==> src/rtl/taylor_pkg.sv <==
// Shared types and encodings for the series-evaluation controller.
package taylor_pkg;

  localparam int unsigned MUL_LAT_DEF  = 1;
  localparam int unsigned MAX_ITER_DEF = 16;

  // Multiplier operand A select
  localparam logic SEL_OPA_X   = 1'b0;
  localparam logic SEL_OPA_M   = 1'b1;
  // Multiplier operand B select
  localparam logic SEL_OPB_X   = 1'b0;
  localparam logic SEL_OPB_LUT = 1'b1;
  // reg_x source (reg_x holds whenever load_x is low)
  localparam logic SEL_X_EXT   = 1'b0;
  // reg_t source
  localparam logic SEL_T_INIT  = 1'b0;
  localparam logic SEL_T_ACC   = 1'b1;

  typedef enum logic [3:0] {
    IDLE, INIT, MUL_X, WAIT_X, MUL_C, WAIT_C, ACC, CHECK, FIN
  } ctrl_state_t;

  // Registered controls handed to the datapath and the request side
  typedef struct packed {
    logic counter_en;
    logic sel_1;
    logic sel_2;
    logic sel_x;
    logic sel_t;
    logic load_x;
    logic load_m;
    logic load_t;
    logic ready;
    logic busy;
    logic out_valid;
  } ctrl_out_t;

  // Bits needed to hold values 0..max_val (at least one bit)
  function automatic int unsigned cnt_width(input int unsigned max_val);
    return (max_val < 2) ? 1 : $clog2(max_val + 1);
  endfunction

endpackage

==> src/rtl/taylor_ctrl_if.sv <==
// Request/result handshake between a requester and the series controller.
interface taylor_ctrl_if;

  logic start;
  logic mode_in;
  logic ack;
  logic ready;
  logic busy;
  logic out_valid;
  logic timeout;
  logic mode;

  modport master (
    output start, mode_in, ack,
    input  ready, busy, out_valid, timeout, mode
  );

  modport slave (
    input  start, mode_in, ack,
    output ready, busy, out_valid, timeout, mode
  );

endinterface

==> src/rtl/wait_counter.sv <==
// Loadable down-counter with zero flag; paces multiplier settle cycles.
module wait_counter #(
  parameter int unsigned W = 3
) (
  input  logic         clk,
  input  logic         rst,
  input  logic         load,
  input  logic         en,
  input  logic [W-1:0] load_val,
  output logic         zero_c
);

  logic [W-1:0] cnt;

  // Load has priority; decrement stops at zero
  always_ff @(posedge clk) begin
    if (rst) begin
      cnt <= '0;
    end else if (load) begin
      cnt <= load_val;
    end else if (en && (cnt != '0)) begin
      cnt <= cnt - W'(1);
    end
  end

  assign zero_c = (cnt == '0);

endmodule

==> src/rtl/taylor_ctrl.sv <==
// Series-evaluation controller: sequences load/multiply/accumulate steps of
// the datapath and handles the start/ready and valid/ack handshakes.
// Optional macro EARLY_TERM_EN: a term below epsilon (gt = 0) in CHECK also ends
// the evaluation, priority done > convergence > watchdog.
module taylor_ctrl
  import taylor_pkg::*;
#(
  parameter int unsigned MUL_LAT  = MUL_LAT_DEF,
  parameter int unsigned MAX_ITER = MAX_ITER_DEF
) (
  input  logic         clk,
  input  logic         rst,
  taylor_ctrl_if.slave sys,
  input  logic         done,
  input  logic         gt,
  output logic         counter_en,
  output logic         sel_1,
  output logic         sel_2,
  output logic         sel_x,
  output logic         sel_t,
  output logic         load_x,
  output logic         load_m,
  output logic         load_t
);

  localparam int unsigned ITER_W = cnt_width(MAX_ITER);
  localparam int unsigned WAIT_W = cnt_width(MUL_LAT);
  localparam logic [ITER_W-1:0] ITER_MAX  = ITER_W'(MAX_ITER);
  localparam logic [WAIT_W-1:0] WAIT_LOAD = WAIT_W'((MUL_LAT > 0) ? (MUL_LAT - 1) : 0);
  localparam logic              HAS_WAIT  = (MUL_LAT > 0);
  localparam ctrl_out_t         OUTS_RST  = '{ready: 1'b1, default: 1'b0};

  ctrl_state_t       state;
  ctrl_state_t       state_next;
  ctrl_out_t         outs_d;
  ctrl_out_t         outs_q;
  logic [ITER_W-1:0] iter;
  logic              mode_q;
  logic              timeout_q;
  logic              accept_c;
  logic              tmo_hit_c;
  logic              conv_c;
  logic              wait_zero_c;
  logic              wait_load_c;
  logic              wait_en_c;

`ifdef EARLY_TERM_EN
  assign conv_c = ~gt;
`else
  logic unused_gt;
  assign unused_gt = gt;
  assign conv_c    = 1'b0;
`endif

  // Multiplier settle timer shared by both WAIT states
  assign wait_load_c = (state == MUL_X) || (state == MUL_C);
  assign wait_en_c   = (state == WAIT_X) || (state == WAIT_C);

  wait_counter #(
    .W (WAIT_W)
  ) u_wait (
    .clk      (clk),
    .rst      (rst),
    .load     (wait_load_c),
    .en       (wait_en_c),
    .load_val (WAIT_LOAD),
    .zero_c   (wait_zero_c)
  );

  // State register
  always_ff @(posedge clk) begin
    if (rst) begin
      state <= IDLE;
    end else begin
      state <= state_next;
    end
  end

  // Next-state decode; done/gt only matter in CHECK
  always_comb begin
    state_next = state;
    accept_c   = 1'b0;
    tmo_hit_c  = 1'b0;
    case (state)
      IDLE: begin
        if (sys.start) begin
          accept_c   = 1'b1;
          state_next = INIT;
        end
      end
      INIT:   state_next = MUL_X;
      MUL_X:  state_next = HAS_WAIT ? WAIT_X : MUL_C;
      WAIT_X: if (wait_zero_c) state_next = MUL_C;
      MUL_C:  state_next = HAS_WAIT ? WAIT_C : ACC;
      WAIT_C: if (wait_zero_c) state_next = ACC;
      ACC:    state_next = CHECK;
      CHECK: begin
        if (done || conv_c) begin
          state_next = FIN;
        end else if (iter == ITER_MAX) begin
          tmo_hit_c  = 1'b1;
          state_next = FIN;
        end else begin
          state_next = MUL_X;
        end
      end
      FIN:     if (sys.ack) state_next = IDLE;
      default: state_next = IDLE;
    endcase
  end

  // Output decode from the upcoming state so registered outputs track state
  always_comb begin
    outs_d       = '0;
    outs_d.sel_1 = SEL_OPA_X;
    outs_d.sel_2 = SEL_OPB_X;
    outs_d.sel_x = SEL_X_EXT;
    outs_d.sel_t = SEL_T_INIT;
    outs_d.busy  = (state_next != IDLE) && (state_next != FIN);
    case (state_next)
      IDLE: outs_d.ready = 1'b1;
      INIT: begin
        outs_d.load_x = 1'b1;
        outs_d.load_t = 1'b1;
        outs_d.load_m = 1'b1;
      end
      MUL_X: begin
        outs_d.load_m = 1'b1;
        outs_d.sel_1  = SEL_OPA_M;
      end
      MUL_C: begin
        outs_d.load_m = 1'b1;
        outs_d.sel_1  = SEL_OPA_M;
        outs_d.sel_2  = SEL_OPB_LUT;
      end
      ACC: begin
        outs_d.load_t     = 1'b1;
        outs_d.sel_t      = SEL_T_ACC;
        outs_d.counter_en = 1'b1;
      end
      FIN:     outs_d.out_valid = 1'b1;
      default: ;
    endcase
  end

  // Output register
  always_ff @(posedge clk) begin
    if (rst) begin
      outs_q <= OUTS_RST;
    end else begin
      outs_q <= outs_d;
    end
  end

  // Mode latch, sticky watchdog flag and saturating iteration counter
  always_ff @(posedge clk) begin
    if (rst) begin
      mode_q    <= 1'b0;
      timeout_q <= 1'b0;
      iter      <= '0;
    end else if (accept_c) begin
      mode_q    <= sys.mode_in;
      timeout_q <= 1'b0;
      iter      <= '0;
    end else begin
      if ((state == ACC) && (iter != '1)) begin
        iter <= iter + ITER_W'(1);
      end
      if (tmo_hit_c) begin
        timeout_q <= 1'b1;
      end
    end
  end

  assign counter_en    = outs_q.counter_en;
  assign sel_1         = outs_q.sel_1;
  assign sel_2         = outs_q.sel_2;
  assign sel_x         = outs_q.sel_x;
  assign sel_t         = outs_q.sel_t;
  assign load_x        = outs_q.load_x;
  assign load_m        = outs_q.load_m;
  assign load_t        = outs_q.load_t;
  assign sys.ready     = outs_q.ready;
  assign sys.busy      = outs_q.busy;
  assign sys.out_valid = outs_q.out_valid;
  assign sys.mode      = mode_q;
  assign sys.timeout   = timeout_q;

endmodule

==> src/flat_wrapper.sv <==
// flat-port wrapper written by rule: the top's interface ports become plain ports
module taylor_ctrl_flat import taylor_pkg::*;
#(
  parameter int unsigned MUL_LAT  = MUL_LAT_DEF,
  parameter int unsigned MAX_ITER = MAX_ITER_DEF
)
  (clk, rst, done, gt, counter_en, sel_1, sel_2, sel_x, sel_t, load_x, load_m, load_t, sys_start, sys_mode_in, sys_ack, sys_ready, sys_busy, sys_out_valid, sys_timeout, sys_mode);
  taylor_ctrl_if sys_i ();
  input  logic clk;
  input  logic rst;
  input  logic done;
  input  logic gt;
  output logic counter_en;
  output logic sel_1;
  output logic sel_2;
  output logic sel_x;
  output logic sel_t;
  output logic load_x;
  output logic load_m;
  output logic load_t;
  input wire logic [$bits(sys_i.start)-1:0] sys_start;
  input wire logic [$bits(sys_i.mode_in)-1:0] sys_mode_in;
  input wire logic [$bits(sys_i.ack)-1:0] sys_ack;
  output wire logic [$bits(sys_i.ready)-1:0] sys_ready;
  output wire logic [$bits(sys_i.busy)-1:0] sys_busy;
  output wire logic [$bits(sys_i.out_valid)-1:0] sys_out_valid;
  output wire logic [$bits(sys_i.timeout)-1:0] sys_timeout;
  output wire logic [$bits(sys_i.mode)-1:0] sys_mode;
  assign sys_i.start = sys_start;
  assign sys_i.mode_in = sys_mode_in;
  assign sys_i.ack = sys_ack;
  assign sys_ready = sys_i.ready;
  assign sys_busy = sys_i.busy;
  assign sys_out_valid = sys_i.out_valid;
  assign sys_timeout = sys_i.timeout;
  assign sys_mode = sys_i.mode;
  taylor_ctrl #(.MUL_LAT(MUL_LAT), .MAX_ITER(MAX_ITER)) u_core (.clk(clk), .rst(rst), .sys(sys_i), .done(done), .gt(gt), .counter_en(counter_en), .sel_1(sel_1), .sel_2(sel_2), .sel_x(sel_x), .sel_t(sel_t), .load_x(load_x), .load_m(load_m), .load_t(load_t));
endmodule
==> config.mk <==
export PLATFORM = sky130hd
export DESIGN_NAME = taylor_ctrl_flat
export DESIGN_NICKNAME = d
export VERILOG_FILES = /design/src/rtl/taylor_pkg.sv /design/src/rtl/taylor_ctrl_if.sv /design/src/rtl/wait_counter.sv /design/src/rtl/taylor_ctrl.sv /design/src/flat_wrapper.sv
export SDC_FILE = /design/constraint.sdc
export NUM_CORES = 1
export LEC_CHECK = 0
export ABC_CLOCK_PERIOD_IN_PS = 2300
export BUFFER_PORTS_ARGS = -buffer_cell sky130_fd_sc_hd__buf_2
export CORE_MARGIN = 4
export CORE_UTILIZATION = 25
export CTS_BUF_LIST = sky130_fd_sc_hd__clkbuf_8
export DETAILED_ROUTE_END_ITERATION = 10
export PLACE_DENSITY = 0.39
export REMOVE_ABC_BUFFERS = 1
export SYNTH_ARGS = -nofsm -noshare
export SYNTH_HDL_FRONTEND = slang
export SYNTH_HIERARCHICAL = 1
export SYNTH_SLANG_ARGS = --single-unit
==> constraint.sdc <==
create_clock -name clk -period 2.3 [get_ports clk]
set_input_delay 0.46 -clock clk [delete_from_list [all_inputs] [get_ports clk]]
set_output_delay 0.46 -clock clk [all_outputs]
set_load 0.02 [all_outputs]
# Yosys cells after proc, flatten, opt, wreduce, memory -nomap -nowiden
# Index checks and enable logic that the tools add are counted.
[op_classes]
n_mux = 20
eq_ne = 16
addsub = 2
n_reduce_logical = 13
[op_table]
columns = ["cell", "n"]
rows = [
  ["$pmux 4 s9", 1],
  ["$eq 4x3->1 const B", 6],
  ["$mux 4", 6],
  ["$mux 1", 13],
  ["$eq 4x2->1 const B", 3],
  ["$eq 4x1->1 const B", 2],
  ["$eq 4x4->1 const B", 2],
  ["$logic_not 4->1", 2],
  ["$reduce_or 2->1", 4],
  ["$add 5x1->5 const B", 1],
  ["$eq 5x5->1 const B", 1],
  ["$ne 5x5->1 const B", 1],
  ["$ne 4x4->1 const B", 1],
  ["$reduce_bool 4->1", 1],
  ["$logic_and 1x1->1", 3],
  ["$reduce_or 3->1", 1],
  ["$logic_or 1x1->1", 2],
  ["$sub 1x1->1 const B", 1],
]
[totals]
regBits = 21
wordCells = 65
in_bits = 7

# Longest topological paths before layout
# Gate-level depths: netlist of run 1.
[depth]
depth_word = 7
mapped_depth = 7
mapped_depth_nobuf = 7

# Cells and area by module
# Netlist of run 1, hierarchy kept.
[modules_own_cells]
columns = ["module", "n_inst", "cells_each", "area_per_inst_um2"]
rows = [
  ["taylor_ctrl", 1, 100, 945.9],
  ["wait_counter", 1, 4, 47.5],
]

# Worst setup path after synthesis of run 1
# No wires, ideal clock.
[synth_timing]
path_kind = "reg-to-reg"
from = "register u_core.iter[0]"
to = "register u_core.iter[3]"
path_stages_with_launch = 8
setup_ns = 0.121
arrival_ns = 1.470
period_less_slack_ns = 1.591
n_path_buf = 0
required_ns = 2.179
path_slack_ns = 0.709
cell_sequence = "dfxtp_1 -> ha_1 -> and3_1 -> ha_1 -> nor3_4 -> nand4_1 -> xor2_1 -> nor2_1"
[synth_between]
elab_chain_len = 2
word_cells_on_any_way = 3
classes_between = "1 x add/sub; 1 x eq/ne; 1 x reduce/logical"
[synth_lines]
columns = ["element", "line_no", "rtl"]
rows = [
  ["start, declared", "taylor_ctrl.sv:37", "logic [ITER_W-1:0] iter;"],
  ["start signal, assigned", "taylor_ctrl.sv:167", "iter <= iter + ITER_W'(1);"],
  ["parallel branches: the longest is 2 deep, another holds $add 5x1->5", "--", ""],
]
# Parallel ways; which one is timed is not known.
# A chain may end at the register's enable or synchronous reset.

# Worst setup path after layout of run 1
# Ends and elaborated chain as after synthesis.

==> run_results.csv, run 1 <==
group,metric,value,unit
outcome,status,"finished clean",
global_route,grt_pass1_vias,761,
synth,synth_top_area_share,42.3,%
routing,wl_met2,899,um
place,dp_hpwl,1.40,mm
power,cellPowerDensity,727,nW/um^2
final_layout,drive_gt1_share,24.6,%
synth,yosys.area.top_type,"dfxtp_1",
worst_setup_path,startpoint_type,"flop",
synth,synth_compound_gate_area_share,10.6,%
floorplanning,fp.dieH,71.0,um
worst_setup_path,critPathMaxFanout,5,
clock_tree,numCtsBuffers,3,
clock_tree,cts-resized-gates,0,
worst_setup_path,critPathCaptureType,"flop",
worst_setup_path,crit_family,"simple AND/OR/NAND/NOR gates",
global_route,grt_use_total,9.04,%
synth,synth_top_family_by_area,"simple AND/OR/NAND/NOR gates",
timing,period_needed,1710,ps
clock_tree,cts.htree.levels,1,
worst_setup_path,crit_path_cell_trace,"ha_1 > and3_1 > ha_1 > nor3_4 > nand4_1 > xor2_1 > nor2_1",
clock_tree,clock_path_buffers,2,
final_layout,final_cell_area,1140,um^2
floorplanning,pin_count,20,
final_layout,nets,129,
clock_tree,insertion_delay,260,ps
routing,first_iter_violations,27,
final_layout,area.growth.synth_to_final,14.5,%
power,p_leak,0.477,nW
synth,ys_types,33,
min_path,hold_path.class,"input port to flop",
synth,syn_area_per_cell,9.55,um^2
synth,synth_flop_cell,"dfxtp_1",
worst_setup_path,crit_path_top_delay_cell,"dfxtp_1",
worst_setup_path,cp_num_buf_inv,0,
synth,synth_adder_area_share,3.78,%
worst_setup_path,worstSetupPathType,"flop to flop",
synth,yosys-top-cells-area,"dfxtp_1 (42%), nor2_1 (6.8%), mux2i_1 (5.0%)",
timing,slew_viol_final,0,
floorplanning,rows,22,
synth,synth_cells,104,
clock_tree,clk_pin_slew_worst_paths,80,ps
synth,synthTopCellsByCount,"dfxtp_1 (21), nor2_1 (18), a21oi_1 (5), inv_1 (5), mux2i_1 (5)",
timing,tns,0,ps
synth,yosysMostFrequentCell,"dfxtp_1",
synth,async_reset_ff_share,0,%
floorplanning,dieArea,5050,um^2
timing,setup_viol,0,
floorplanning,dieWidth,71.0,um
worst_setup_path,cpPeakStageDelay,350,ps
routing,route.layer.met1.wl,980,um
flow_run,cap_violations,0,
routing,drtAntennaViolNets,0,
global_route,antenna_found_initial,0,
floorplanning,start_util,26.5,%
place,port_buffers,17,
routing,wl_met3,51,um
routing,routed.top_layer,"met4",
global_route,gr-total-overflow,0,
synth,ys.warnings.count,6,
clock_tree,hold_buffers,0,
timing,clock.fmax,0.586,GHz
power,peakVddDrop,0.258,mV
synth,synthSimpleGateAreaFrac,27.3,%
worst_setup_path,worst-endpoint-arrival,1860,ps
synth,synth_xor_xnor_area_share,3.53,%
routing,wl_per_cell,11.9,um
timing,rsz0062_at_grt,"false",
timing,period_share,74.2,%
clock_tree,cts-root-buf,"clkbuf_8",
worst_setup_path,cp.required,2450,ps
routing,wl,1.98,mm
routing,drc,0,
timing,hold_viol,0,
clock_tree,cts_setup_buffers,0,
synth,synth_edf_count,0,
worst_setup_path,cp_common_cell,"ha_1",
routing,vias_per_cell,4.41,
place,place_congestion,0.669,
synth,synth_seq_cells,21,
floorplanning,core_area,3740,um^2
routing,vias,732,
synth,netlist_area,993,um^2
timing,skew,2.28,ps
synth,muxShareOfSynthArea,5.04,%
final_layout,antenna_cells,0,
global_route,grt_max_degree,15,
clock_tree,clock_sinks,21,
clock_tree,cts_tree,"yes",
synth,ys_seq_area_share,42.3,%
place,post_dp_cell_area,1090,um^2
routing,dr.pass1.iters,4,
global_route,grt_pass1_wl,3.57,mm
final_layout,final_util,30.4,%
-- power breakdown --
| group | leakage, nW | switching [mW] | total [mW] | internal (mW) |
|---|---|---|---|---|
| combinational | 0.280 | 0.0962 | 0.167 | 0.0706 |
| sequential | 0.171 | 0.0214 | 0.411 | 0.390 |
| clock | 0.0255 | 0.128 | 0.249 | 0.121 |
| total | 0.477 | 0.245 | 0.827 | 0.581 |
-- metrics by stage --
stage | total power, mW | setup slack [ps] | hold slack [ps] | std cells
final | 0.827 | 592 | 430 | 166
after global routing | 0.877 | 446 | 447 | 166
after CTS | 0.842 | 571 | 423 | 166
after detailed placement | 0.588 | 586 | 479 | 162
after global placement | 0.587 | 623 | 457 | 162
after floorplan | 0.538 | 711 | 486 | 97
-- flip-flops by register name, indices dropped and copies added (netlist names) --
name                  flops
u_core/state              4
u_core/load_t             1
u_core/sys.out_valid      1
u_core/sys.mode           1
u_core/sys.timeout        1
u_core/sel_t              1
u_core/load_x             1
u_core/load_m             1
u_core/u_wait/cnt         1
u_core/iter               5
u_core/sys.ready          1
u_core/sys.busy           1
u_core/sel_2              1
u_core/sel_1              1
-- cell families (layout without fill, tap and decap cells) --
kind of cell             after synthesis  count (layout)
AO/OA/AOI/OAI                         13              13
XOR/XNOR                               4               4
adder cells (fa/ha/maj)                3               3
buffers and inverters                 13              26
flip-flops                            21              21
multiplexers                           5               5
other                                  1               2
AND/OR/NAND/NOR                       44              44
-- final cells by class --
| cell class | instances | area (um^2) |
|---|---|---|
| Clock inverter | 1 | 5.00 |
| Multi-Input combinational cell | 71 | 507 |
| Fill cell | 426 | 2610 |
| Clock buffer | 3 | 41.3 |
| Sequential cell | 21 | 420 |
| Timing Repair Buffer | 17 | 85.1 |
| Inverter | 5 | 18.8 |
| Tap cell | 48 | 60.1 |
-- worst paths after layout --
check,start,end,slack (ps),cells after the start
worst min register to register,u_core/sys.timeout,u_core/sys.timeout,490,2
worst max-delay path,u_core/iter[0],u_core/iter[3],590,7
worst min-delay path,sys_mode_in,u_core/sys.mode,430,3
worst max register to register,u_core/iter[0],u_core/iter[3],590,7
-- worst min-delay path, stage by stage --
cell and delay, ps:
buf_2 70, mux2i_1 50, nor2_1 70
-- per-layer routing --
layer	track usage [%]	vias up
met5	0	-
met4	5.64	0
met3	2.56	4
met2	13.3	9
met1	11.6	341
li1	-	378
-- cell usage in the layout, fill, tap and decap left out, types with 2 or more instances in the layout --
master / count
nand3b_1: 4
mux2i_1: 5
buf_2: 17
dfxtp_1: 21
nand2_1: 2
nand4b_1: 2
clkbuf_8: 3
conb_1: 2
ha_1: 3
a21o_1: 3
and3_1: 3
nor4_2: 2
nor2_1: 18
nand2b_1: 2
a21oi_1: 5
nor3_1: 4
inv_1: 5
xnor2_1: 2
xor2_1: 2
No activity file was read; power rests on OpenSTA's default activity.
==> inputs of run 2 (changes only) <==
- ABC_CLOCK_PERIOD_IN_PS: 2300 -> 1400
- PLACE_DENSITY: 0.39 -> 0.4
- clock period: 2.3 -> 1.4 ns (I/O delays scaled with it)
==> run 2 against run 1 <==
  * Register-to-register slack got worse by 760 ps
  * Wire length rose by 13%
  * Combinational power grew 150%
  * Core utilization increased by 10 points
  * Largest cell class unchanged
  * Via count is 17% higher
  * Cell count is 19% higher
  * Maximum frequency up 8.9%
  * Power grew 79%
  * Clock skew is 1.0 ps higher
  * The flow now finishes with violations (negative setup slack)
  * Design area rose by 34%
  * Clock power rose by 60%
==> run_results.csv, run 2 (synthesis gave the netlist of run 1 again) <==
group,metric,value,unit
worst_setup_path,crit_path_top_delay_cell,"dfxtp_2",
floorplanning,pin_count,20,
timing,rsz0062_at_grt,"true",
worst_setup_path,crit_family,"simple AND/OR/NAND/NOR gates",
clock_tree,clk_pin_slew_worst_paths,80,ps
global_route,grt_use_total,9.35,%
global_route,grt_use_met2,15.4,%
floorplanning,start_util,26.5,%
place,dp_hpwl,1.55,mm
final_layout,reg_top3,"u_core/iter: 5 flops, u_core/state: 4 flops",
power,p_int,1.05,mW
final_layout,antenna_cells,0,
timing,tns,-1090,ps
worst_setup_path,cp.required,1550,ps
timing,slew_viol_final,0,
flow_run,cap_violations,0,
routing,wl,2.24,mm
final_layout,final_util,40.6,%
floorplanning,rows,22,
outcome,violations,"negative setup slack",
power,total_power,1.48,mW
routing,dr.pass1.iters,4,
worst_setup_path,cpPeakStageDelay,350,ps
routing,wl_per_cell,11.4,um
floorplanning,dieWidth,71.0,um
worst_setup_path,worstSetupPathType,"flop to flop",
clock_tree,cts_tree,"yes",
timing,setup_viol,11,
final_layout,fill_cells,396,
final_layout,top_register,"u_core/iter",
power,cellPowerDensity,974,nW/um^2
timing,clock.fmax,0.638,GHz
global_route,antenna_found_initial,0,
global_route,grt_pass1_wl,3.75,mm
final_layout,final_cell_mix,"buf_4 (25), buf_2 (18), nor2_1 (16), dfxtp_1 (16)",
worst_setup_path,cp_common_cell,"ha_4",
timing,skew,3.33,ps
clock_tree,cts.htree.levels,1,
worst_setup_path,cp_num_buf_inv,2,
clock_tree,clock_sinks,21,
power,p_leak,0.645,nW
power,comb_power_share,27.7,%
clock_tree,cts-root-buf,"clkbuf_8",
routing,drtAntennaViolNets,0,
timing,period_needed,1570,ps
floorplanning,dieArea,5050,um^2
final_layout,nets,160,
routing,drc,0,
final_layout,final_common_cell,"buf_4",
outcome,status,"finished, violations left",
routing,first_iter_violations,38,
worst_setup_path,worst-endpoint-arrival,1710,ps
final_layout,drive_gt1_share,53.7,%
min_path,hold_path.class,"input port to flop",
global_route,use_met1,11.6,%
worst_setup_path,startpoint_type,"flop",
floorplanning,fp.dieH,71.0,um
clock_tree,clock_path_buffers,2,
timing,hold_viol,0,
worst_setup_path,rrSetupSlack,-170,ps
global_route,grt_pass1_vias,829,
routing,vias_per_cell,4.35,
clock_tree,numCtsBuffers,3,
place,place_congestion,0.725,
worst_setup_path,critPathCaptureType,"flop",
timing,period_share,112,%
power,clockPowerShare,26.9,%
place,port_buffers,17,
timing,setup_ws,-168,ps
worst_setup_path,crit_path_cell_trace,"ha_4 > and3_4 > ha_4 > nor3_4 > buf_4 > buf_6 > xnor2_2 > nor2_1",
power,peakVddDrop,0.501,mV
routing,vias,856,
power,switchingPower,430,uW
final_layout,largest_register_ffs,5,
place,dp.cells,184,
global_route,gr-total-overflow,0,
clock_tree,insertion_delay,260,ps
worst_setup_path,critPathMaxFanout,5,
global_route,grt_busiest_layer,"met2",
final_layout,area.growth.synth_to_final,53.0,%
final_layout,final_cells,197,
global_route,grtUsageMet3,1.85,%
power,seqPwrFrac,45.4,%
global_route,grt_max_degree,15,
power,switching_share,29.0,%
floorplanning,core_area,3740,um^2
==> run 2: cell types whose count changed in the layout (fill, tap and decap cells not counted), moves of 2 or more <==
cell     change
ha_1         -3
nor2_1       -2
nor2_2       +2
nor3_1       -2
dfxtp_2      +3
inv_1        -3
buf_4       +25
ha_4         +3
inv_2        +2
nor3_2       +2
dfxtp_4      +2
buf_6        +5
dfxtp_1      -5
==> run 2: worst reg2reg max path, stage by stage (launching register included) <==
cell and delay (ps):
dfxtp_2 350, ha_4 160, and3_4 180, ha_4 150, nor3_4 240, buf_4 160, buf_6 90, xnor2_2 90
nor2_1 50
==> run 2: cell type report <==
cell class	instances	area (um^2)	share of cell area [%]
inverter	5	21.3	1.40
tap	48	60.1	3.95
timing repair buffer	48	334	22.0
multi-input combinational	71	627	41.2
clock inverter	1	5.00	0.329
sequential	21	432	28.4
clock buffer	3	41.3	2.72
==> run 2: path summary, 6_finish.rpt <==
check                startpoint                  to  depth (start not counted)
max reg2reg      u_core/iter[0]      u_core/iter[0]                          8
min                 sys_mode_in     u_core/sys.mode                          3
max              u_core/iter[0]      u_core/iter[0]                          8
min reg2reg  u_core/sys.timeout  u_core/sys.timeout                          2
==> run 2: through the flow <==
step / instance area, um^2 / worst slack, ps / hold WS (ps)
final: 1520 / -168 / 265
after global routing: 1520 / -240 / 279
after CTS: 1450 / -221 / 263
after detailed placement: 1260 / -275 / 458
after global placement: 1260 / -268 / 451
after floorplan: 946 / -189 / 349
==> run 2: routing by layer <==
| layer | up-vias | part of all wire [%] |
|---|---|---|
| met1 | 395 | 47 |
| li1 | 443 | - |
| met5 | - | 0 |
| met2 | 14 | 48 |
| met3 | 4 | 2.4 |
| met4 | 0 | 1.9 |
==> run 2: power by group through the flow <==
| stage | Sequential, mW | Combinational [mW] | Clock, mW |
|---|---|---|---|
| 2_1_floorplan | 0.725 | 0.159 | 0 |
| 3_3_place_gp | 0.683 | 0.345 | 0 |
| 3_5_place_dp | 0.686 | 0.344 | 0 |
| 4_1_cts | 0.674 | 0.380 | 0.418 |
| 5_1_grt | 0.682 | 0.443 | 0.442 |
| 6_report | 0.673 | 0.410 | 0.399 |
==> run 2: repair_timing <==
action,in CTS,in global routing
pin swaps,11,6
buffers inserted,4,4
resized for setup,26,8
endpoints found under the setup margin,16,15
hold buffers,0,0
gates cloned,1,0
==> inputs of run 3 (changes only) <==
- CELL_PAD_IN_SITES_DETAIL_PLACEMENT: not set -> 1
- CELL_PAD_IN_SITES_GLOBAL_PLACEMENT: not set -> 1
- PLACE_DENSITY: 0.4 -> 0.5
==> run 3 against run 2 <==
  * Critical path type unchanged
  * Maximum frequency shrank 3.2%
  * Via count grew 1.3%
  * Highest routed layer unchanged
  * Largest cell class unchanged
  * Design area grew 0.16%
  * Clock-buffer cell count is the same
  * Register-to-register slack lost 50 ps
  * Core utilization grew 0.067 points
  * The run still ends with negative setup slack left
  * Critical path depth is the same
  * Non-clock buffer count is the same
  * Wire length grew 17%
==> run_results.csv, run 3 (synthesis gave the netlist of run 1 again) <==
group,metric,value,unit
routing,wl,2.61,mm
worst_setup_path,startpoint_type,"flop",
global_route,antenna_found_initial,0,
worst_setup_path,worstSetupPathType,"flop to flop",
worst_setup_path,worstReg2RegEnd,"u_core/iter[0]",
floorplanning,dieArea,5050,um^2
power,total_power,1.50,mW
place,place_congestion,0.758,
timing,hold_viol,0,
min_path,hp-start,"sys_mode_in",
flow_run,cap_violations,0,
outcome,status,"finished, violations left",
timing,tns,-1610,ps
clock_tree,insertion_delay,260,ps
clock_tree,hold_buffers,0,
global_route,grt_use_total,11.1,%
clock_tree,clk_pin_slew_worst_paths,80,ps
routing,wl_per_cell,13.2,um
timing,clock.fmax,0.617,GHz
floorplanning,start_util,26.5,%
place,dp_hpwl,1.67,mm
final_layout,final_common_cell,"buf_4",
worst_setup_path,r2r_cells,8,
timing,setup_viol,14,
final_layout,multi_input_area,636,um^2
global_route,grt_max_degree,15,
floorplanning,fp.dieH,71.0,um
timing,skew,5.46,ps
routing,drtAntennaViolNets,0,
min_path,min_path_cells,3,
floorplanning,core_area,3740,um^2
worst_setup_path,r2r_start,"u_core/iter[0]",
place,post_dp_cell_area,1270,um^2
clock_tree,cts.htree.levels,1,
outcome,violations,"negative setup slack",
clock_tree,cts-root-buf,"clkbuf_8",
clock_tree,clock_sinks,21,
worst_setup_path,startpoint,"u_core/iter[0]",
worst_setup_path,critPathMaxFanout,5,
floorplanning,rows,22,
min_path,hold_end,"u_core/sys.mode",
worst_setup_path,cp.required,1560,ps
global_route,gr-total-overflow,0,
final_layout,drive_gt1_share,55.0,%
final_layout,antenna_cells,0,
final_layout,final_cell_mix,"buf_4 (27), buf_2 (17), nor2_1 (15), dfxtp_1 (15)",
clock_tree,numCtsBuffers,3,
final_layout,reg_top3,"u_core/iter: 5 flops, u_core/state: 4 flops",
routing,vias,867,
final_layout,final_cell_area,1520,um^2
power,p_leak,0.662,nW
routing,drc,0,
routing,dr.pass1.iters,2,
min_path,hold_path.class,"input port to flop",
routing,first_iter_violations,18,
worst_setup_path,rrSetupSlack,-220,ps
final_layout,fill_cells,448,
floorplanning,dieWidth,71.0,um
timing,slew_viol_final,0,
timing,period_needed,1620,ps
final_layout,largest_register_ffs,5,
clock_tree,clock_path_buffers,2,
final_layout,nets,160,
worst_setup_path,critPathCaptureType,"flop",
routing,vias_per_cell,4.40,
timing,period_share,116,%
timing,rsz0062_at_grt,"true",
final_layout,top_register,"u_core/iter",
final_layout,seq_area,430,um^2
worst_setup_path,worst-endpoint-arrival,1780,ps
power,cellPowerDensity,986,nW/um^2
power,peakVddDrop,0.455,mV
place,port_buffers,17,
global_route,grt_pass1_vias,884,
timing,setup_ws,-220,ps
global_route,grt_pass1_wl,4.31,mm
final_layout,area.growth.synth_to_final,53.3,%
floorplanning,pin_count,20,
clock_tree,cts_tree,"yes",
run 3: cell count changes in the layout (fill, tap and decap cells not counted), moves of 2 or more:
cell	previous run	this run
nor3_4	1	3
dfxtp_2	3	5
buf_4	25	27
nor3_2	2	0
run 3: cell type report:
cell class	count	share of cell area (%)
clock buffers	3	2.71
clock inverters	1	0.247
inverters	5	1.23
multi-input cells	71	41.7
flip-flops and latches	21	28.3
well taps	48	3.94
repair buffers	48	21.9
run 3: what timing repair did:
item | 4_1_cts | 5_1_grt
pin swaps | 13 | 6
gates resized for setup | 30 | 5
setup endpoints to repair | 17 | 17
setup buffers | 5 | 2
run 3: worst max-delay path by stage:
stage	end
global route	u_core/iter[1]
global placement	u_core/iter[3]
CTS	u_core/iter[3]
finish	u_core/iter[0]
floorplan	u_core/iter[3]
detailed placement	u_core/iter[3]
run 3: report_power, final:
| part | switching [mW] | total [mW] | internal [mW] | leakage (nW) |
|---|---|---|---|---|
| registers | 0.0311 | 0.673 | 0.642 | 0.174 |
| logic | 0.207 | 0.425 | 0.219 | 0.461 |
| clock network | 0.208 | 0.403 | 0.196 | 0.0269 |
run 3: critical path: stages, from the launching register on:
cell     delay [ps]
dfxtp_2         350
ha_4            160
and3_4          180
ha_4            160
nor3_4          270
buf_4           170
buf_6            90
xnor2_2          90
nor2_1           50
run 3: metrics by stage:
step	util [%]	hold slack (ps)	setup slack, ps	instances
2_1_floorplan	-	349	-189	97
3_3_place_gp	34.0	460	-263	186
3_5_place_dp	34.0	468	-319	186
4_1_cts	40.0	253	-226	195
5_1_grt	40.7	273	-302	197
6_report	40.7	256	-220	197
run 3: per-layer routing:
layer,track usage [%],routed length (um),vias up,share of wire (%)
li1,-,-,438,-
met1,14.0,1210,411,47
met2,17.4,1270,14,49
met3,2.70,83,4,3.2
met4,6.26,46,0,1.8
met5,0,0,-,0
